[config.mk]
export PLATFORM = sky130hd
export DESIGN_NAME = regfile_host_ctrl
export DESIGN_NICKNAME = d
export VERILOG_FILES = /design/src/rtl/regfile_pkg.sv /design/src/rtl/rf_addr_gen.sv /design/src/rtl/regfile_host_ctrl.sv
export SDC_FILE = /design/constraint.sdc
export NUM_CORES = 1
export LEC_CHECK = 0
export ABC_AREA = 1
export CAP_MARGIN = 20
export CORE_MARGIN = 3
export CORE_UTILIZATION = 35
export DETAILED_ROUTE_END_ITERATION = 7
export PLACE_DENSITY_LB_ADDON = 0.2
export SYNTH_ARGS = -nofsm -noshare
export SYNTH_HDL_FRONTEND = slang
export SYNTH_HIERARCHICAL = 1
export SYNTH_SLANG_ARGS = --single-unit
[constraint.sdc]
create_clock -name CLK -period 2.15 [get_ports CLK]
set_input_delay 0.645 -clock CLK [delete_from_list [all_inputs] [get_ports CLK]]
set_output_delay 0.645 -clock CLK [all_outputs]
set_load 0.01 [all_outputs]
[src/rtl/regfile_pkg.sv]
// Shared definitions for the register-file host controller: default
// geometry that must agree with the register file, and FSM state encodings.
package regfile_pkg;

    localparam int WIDTH_DEF = 16;
    localparam int DEPTH_DEF = 8;
    localparam int ADDR_DEF  = 3;

    localparam logic [2:0] S_IDLE     = 3'd0;
    localparam logic [2:0] S_WR       = 3'd1;
    localparam logic [2:0] S_RD_ISSUE = 3'd2;
    localparam logic [2:0] S_RD_WAIT  = 3'd3;
    localparam logic [2:0] S_RSP      = 3'd4;

    typedef enum logic [2:0] {
        IDLE     = S_IDLE,
        WR       = S_WR,
        RD_ISSUE = S_RD_ISSUE,
        RD_WAIT  = S_RD_WAIT,
        RSP      = S_RSP
    } ctrlState;

endpackage

[src/rtl/rf_addr_gen.sv]
// Register-file address counter: loads a start address or steps by one,
// wrapping from DEPTH-1 back to 0 even when DEPTH is not a power of two.
// nextAddr is the value the counter takes at the coming edge.
module rf_addr_gen
    import regfile_pkg::*;
#(
    parameter int DEPTH = DEPTH_DEF,
    parameter int ADDR  = ADDR_DEF
) (
    input  logic            clk,
    input  logic            rst,
    input  logic            load,
    input  logic [ADDR-1:0] loadAddr,
    input  logic            inc,
    output logic [ADDR-1:0] nextAddr
);

    localparam logic [ADDR-1:0] LAST = ADDR'(DEPTH - 1);

    logic [ADDR-1:0] addr;

    // Load has priority over increment; increment wraps at the last entry.
    always_comb begin
        nextAddr = addr;
        if (load) begin
            nextAddr = loadAddr;
        end else if (inc) begin
            nextAddr = (addr == LAST) ? '0 : addr + 1'b1;
        end
    end

    // Counter register.
    always_ff @(posedge clk) begin
        if (rst) begin
            addr <= '0;
        end else begin
            addr <= nextAddr;
        end
    end

endmodule

[src/rtl/regfile_host_ctrl.sv]
// Initiator-side controller for a register file WrEn/RdEn port. Accepts
// single writes and read bursts on a valid/ready command channel and
// returns read data on a valid/ready response channel. All outputs are
// registered from the next-state decode.
// Optional build macro REGFILE_HOST_WR_VERIFY_EN: every write is read back
// from the same address and compared; a mismatch pulses Wr_Err for one cycle.
module regfile_host_ctrl
    import regfile_pkg::*;
#(
    parameter int WIDTH  = WIDTH_DEF,
    parameter int DEPTH  = DEPTH_DEF,
    parameter int ADDR   = ADDR_DEF,
    parameter int LEN_W  = 3,
    parameter int RD_LAT = 1
) (
    input  logic             CLK,
    input  logic             RST,
    input  logic             Cmd_Valid,
    output logic             Cmd_Ready,
    input  logic             Cmd_Wr,
    input  logic [ADDR-1:0]  Cmd_Addr,
    input  logic [WIDTH-1:0] Cmd_WrData,
    input  logic [LEN_W-1:0] Cmd_Len,
    output logic             Rsp_Valid,
    input  logic             Rsp_Ready,
    output logic [WIDTH-1:0] Rsp_Data,
    output logic             Rsp_Last,
    output logic             WrEn,
    output logic             RdEn,
    output logic [ADDR-1:0]  Address,
    output logic [WIDTH-1:0] WrData,
    input  logic [WIDTH-1:0] RdData,
    output logic             Busy,
    output logic             Wr_Err
);

    localparam int WAIT_W = (RD_LAT > 1) ? $clog2(RD_LAT) : 1;

    ctrlState          state;
    ctrlState          stateNext;
    logic              accept;
    logic              agInc;
    logic              waitDone;
    logic [ADDR-1:0]   agNext;
    logic [LEN_W-1:0]  remCnt;
    logic [WAIT_W-1:0] waitCnt;
    logic              verifyFlag;

    rf_addr_gen #(
        .DEPTH (DEPTH),
        .ADDR  (ADDR)
    ) u_addrGen (
        .clk      (CLK),
        .rst      (RST),
        .load     (accept),
        .loadAddr (Cmd_Addr),
        .inc      (agInc),
        .nextAddr (agNext)
    );

    // State register.
    always_ff @(posedge CLK) begin
        if (RST) begin
            state <= IDLE;
        end else begin
            state <= stateNext;
        end
    end

    // Next-state decode and single-cycle control pulses.
    always_comb begin
        stateNext = state;
        accept    = 1'b0;
        agInc     = 1'b0;
        waitDone  = 1'b0;
        case (state)
            IDLE: begin
                if (Cmd_Valid && Cmd_Ready) begin
                    accept    = 1'b1;
                    stateNext = Cmd_Wr ? WR : RD_ISSUE;
                end
            end
            WR: begin
`ifdef REGFILE_HOST_WR_VERIFY_EN
                stateNext = RD_ISSUE;
`else
                stateNext = IDLE;
`endif
            end
            RD_ISSUE: begin
                stateNext = RD_WAIT;
            end
            RD_WAIT: begin
                if (waitCnt == '0) begin
                    waitDone  = 1'b1;
                    stateNext = verifyFlag ? IDLE : RSP;
                end
            end
            RSP: begin
                if (Rsp_Valid && Rsp_Ready) begin
                    if (remCnt == '0) begin
                        stateNext = IDLE;
                    end else begin
                        agInc     = 1'b1;
                        stateNext = RD_ISSUE;
                    end
                end
            end
            default: begin
                stateNext = IDLE;
            end
        endcase
    end

    // Remaining-beat and read-latency counters.
    always_ff @(posedge CLK) begin
        if (RST) begin
            remCnt  <= '0;
            waitCnt <= '0;
        end else begin
            if (accept) begin
                remCnt <= Cmd_Len;
            end else if (agInc) begin
                remCnt <= remCnt - 1'b1;
            end
            if (state == RD_ISSUE) begin
                waitCnt <= WAIT_W'(RD_LAT - 1);
            end else if (state == RD_WAIT && waitCnt != '0) begin
                waitCnt <= waitCnt - 1'b1;
            end
        end
    end

    // Registered outputs decoded from the state being entered.
    always_ff @(posedge CLK) begin
        if (RST) begin
            Cmd_Ready <= 1'b1;
            WrEn      <= 1'b0;
            RdEn      <= 1'b0;
            Rsp_Valid <= 1'b0;
            Rsp_Last  <= 1'b0;
            Busy      <= 1'b0;
            Address   <= '0;
            WrData    <= '0;
            Rsp_Data  <= '0;
        end else begin
            Cmd_Ready <= (stateNext == IDLE);
            WrEn      <= (stateNext == WR);
            RdEn      <= (stateNext == RD_ISSUE);
            Rsp_Valid <= (stateNext == RSP);
            Rsp_Last  <= (stateNext == RSP) && (remCnt == '0);
            Busy      <= (stateNext != IDLE);
            if (stateNext == WR || stateNext == RD_ISSUE) begin
                Address <= agNext;
            end
            if (accept && Cmd_Wr) begin
                WrData <= Cmd_WrData;
            end
            if (waitDone && !verifyFlag) begin
                Rsp_Data <= RdData;
            end
        end
    end

`ifdef REGFILE_HOST_WR_VERIFY_EN
    // Verify flag marks a read-back of a write; WrData still holds the value written.
    always_ff @(posedge CLK) begin
        if (RST) begin
            verifyFlag <= 1'b0;
            Wr_Err     <= 1'b0;
        end else begin
            if (accept) begin
                verifyFlag <= Cmd_Wr;
            end
            Wr_Err <= waitDone && verifyFlag && (RdData != WrData);
        end
    end
`else
    assign verifyFlag = 1'b0;
    assign Wr_Err     = 1'b0;
`endif

endmodule
==> results_dict.tcl <==
set metrics [dict create \
    clkTransAtPathRegs_ps 100 \
    cts-root-buf "clkbuf_8" \
    async_flop_share_pct 0 \
    dpl_cell_area_mm2 0.00299 \
    fin_crit_sh_pct 86.8 \
    cts_tree "yes" \
    cpLargestDelayFamily "buffers and inverters" \
    core_area_mm2 0.00561 \
    multi_input_area_um2 883 \
    period_needed_ps 1870 \
    fmax_mhz 536 \
    critPathKind "flip-flop to output pin" \
    finalSetupViolCount 0 \
    h-tree-depth 2 \
    status "finished, final reports clean" \
    setup-tns-final_ps 0 \
    arrival_ps 1220 \
    routed_via_density 4.53 \
    vias 1925 \
    hold_path.class "flip-flop to flip-flop" \
    cp-start-kind "flip-flop" \
    firstDrtPassIters 4 \
    syn_avg_cell_area_um2 7.81 \
    endpoint_kind "output pin" \
    cap_violations 0 \
    die-area_mm2 0.00688 \
    nNetsFinal 399 \
    worst_r2r_path_depth 13 \
    track_usage_pct 14.4 \
    drtIter0Drc 99 \
    seqCellArea_mm2 0.00102 \
    place.gp.congestion 0.786 \
    hold_viol_final 0 \
    crit_slowest_cell "clkdlybuf4s50_1" \
    clk_latency_ps 310 \
    fin_area_mm2 0.00309 \
    ys.flop_type "dfxtp_1" \
    antenna_found_initial 0 \
    crit_path_max_incr_delay_ps 550 \
    grt_pass1_wl_um 8270 \
    diodes 0 \
    synth_top_area_share_pct 49.3 \
    synthTopCellsByCount "70 x nor2_1, 51 x dfxtp_1, 30 x nand2_1, 27 x o21ai_0, 21 x inv_1" \
    critPathBufInv 1 \
    grt_overflow_total 0 \
    crit_cells 1 \
    pre_cts_ws_ps 55.3 \
    rsz0062_at_grt "no" \
    syn_to_final_growth_pct 49.0 \
    yosys.area.top_type "dfxtp_1" \
    dpl.cell_count 417 \
    yosysSeqAreaShare_pct 49.3 \
    yosysUniqueCellTypes 27 \
    nFillCells 560 \
    grt_start_max_net_pins 34 \
    synth_nets 312 \
    clkSinkCount 51 \
    fp.dieH_um 82.9 \
    holdPathStages 2 \
    drc 0 \
    p_leak_nw 1.30 \
    die_x_um 82.9 \
    routedWlPerCell_um 11.4 \
    grt_pass1_vias 1754 \
    ant_nets 0 \
    total_power_mw 2.58 \
    cts_resized 0 \
    cts_hold_buf 0 \
    post-route-util_pct 55.0 \
    synth-seq-cells 51 \
    synth_cells 265 \
    clock_skew_ps 12.9 \
    port_buffers 83 \
    path_max_fanout 2 \
    initial_core_util_pct 36.9 \
    synth-edff-count 0 \
    hpwlAfterDp_um 3650 \
    fin_ws_ps 283 \
    synth_area_mm2 0.00207 \
    cts_made_buffers 5 \
    vdd_ir_drop_max_uv 356 \
    post-cts-setup-buffer-count 0 \
    final_max_slew_viol_count 0 \
    cts_buffer_depth 2 \
    required_ps 1500 \
    rows 27 \
    fin_hold_ws_ps 484 \
    io_pins 85 \
    yosysMostFrequentCell "nor2_1" \
    power.density_mw_per_mm2 836 \
    crit_chain "clkdlybuf4s50_1" \
    drive_above_1_share_pct 10.8 \
    yosys_warnings 6 \
    finalNonFillerCells 425 \
    synthTopCellsByArea "dfxtp_1 49%, nor2_1 13%, o21ai_0 6.5%, nand2_1 5.4%, inv_1 3.8%" \
    finalWirelength_um 4860 \
]
report_power, final:
part / switching, mW / internal (mW)
Combinational: 0.434 / 0.424
Clock: 0.328 / 0.237
Sequential: 0.0739 / 1.08
Total: 0.835 / 1.75
layer usage:
| metal | part of all wire, % | routed length [um] | up-vias | track usage, % |
|---|---|---|---|---|
| met5 | 0 | 0 | - | 0 |
| met4 | 0.95 | 46 | 0 | 4.01 |
| met3 | 6.0 | 291 | 4 | 4.17 |
| met2 | 46 | 2230 | 52 | 23.7 |
| met1 | 47 | 2290 | 867 | 18.5 |
| li1 | - | - | 1002 | - |
worst paths after layout:
path                            start                       to  slack, ps
max reg2reg    remCnt[0]$_SDFFE_PP0P_  Address[2]$_SDFFE_PP0P_        340
min reg2reg      waitCnt$_SDFFE_PP0P_     waitCnt$_SDFFE_PP0P_        480
min              waitCnt$_SDFFE_PP0P_     waitCnt$_SDFFE_PP0P_        480
max          Rsp_Data[6]$_SDFFE_PP0P_              Rsp_Data[6]        280
cells in the final DEF (no fill, tap or decap), drive strengths merged:
cell / instances
clkinvlp: 1
a21oi: 6
dfxtp: 51
inv: 27
or2: 1
buf: 6
ha: 4
nand3: 8
nor2: 85
o21ai: 39
nand4: 3
nand2: 33
clkdlybuf4s50: 83
clkbuf: 5
conb: 1
cells by family after synthesis:
| family | count (synthesis) | synth area share (%) |
|---|---|---|
| and+or+nand+nor | 130 | 28.8 |
| DFF | 51 | 49.3 |
| AOI/OAI and AO/OA | 45 | 11.2 |
| buffers and inverters | 34 | 8.04 |
| adders and majority gates | 4 | 2.42 |
| other | 1 | 0.181 |
layout make-up:
class	instances	share of cell area, %
sequential	51	33.1
timing repair buffer	89	29.2
multi-input combinational	180	28.6
inverter	25	3.12
tap	72	2.92
clock buffer	5	2.23
clock inverter	3	0.811
sequential cells by signal, indices dropped and copies added (netlist names):
signal,count
Busy,1
Rsp_Last,1
Rsp_Valid,1
waitCnt,1
remCnt,3
u_addrGen/addr,3
WrData,16
Cmd_Ready,1
Rsp_Data,16
state,3
RdEn,1
Address,3
WrEn,1
Power figures use the tool's default switching activity.
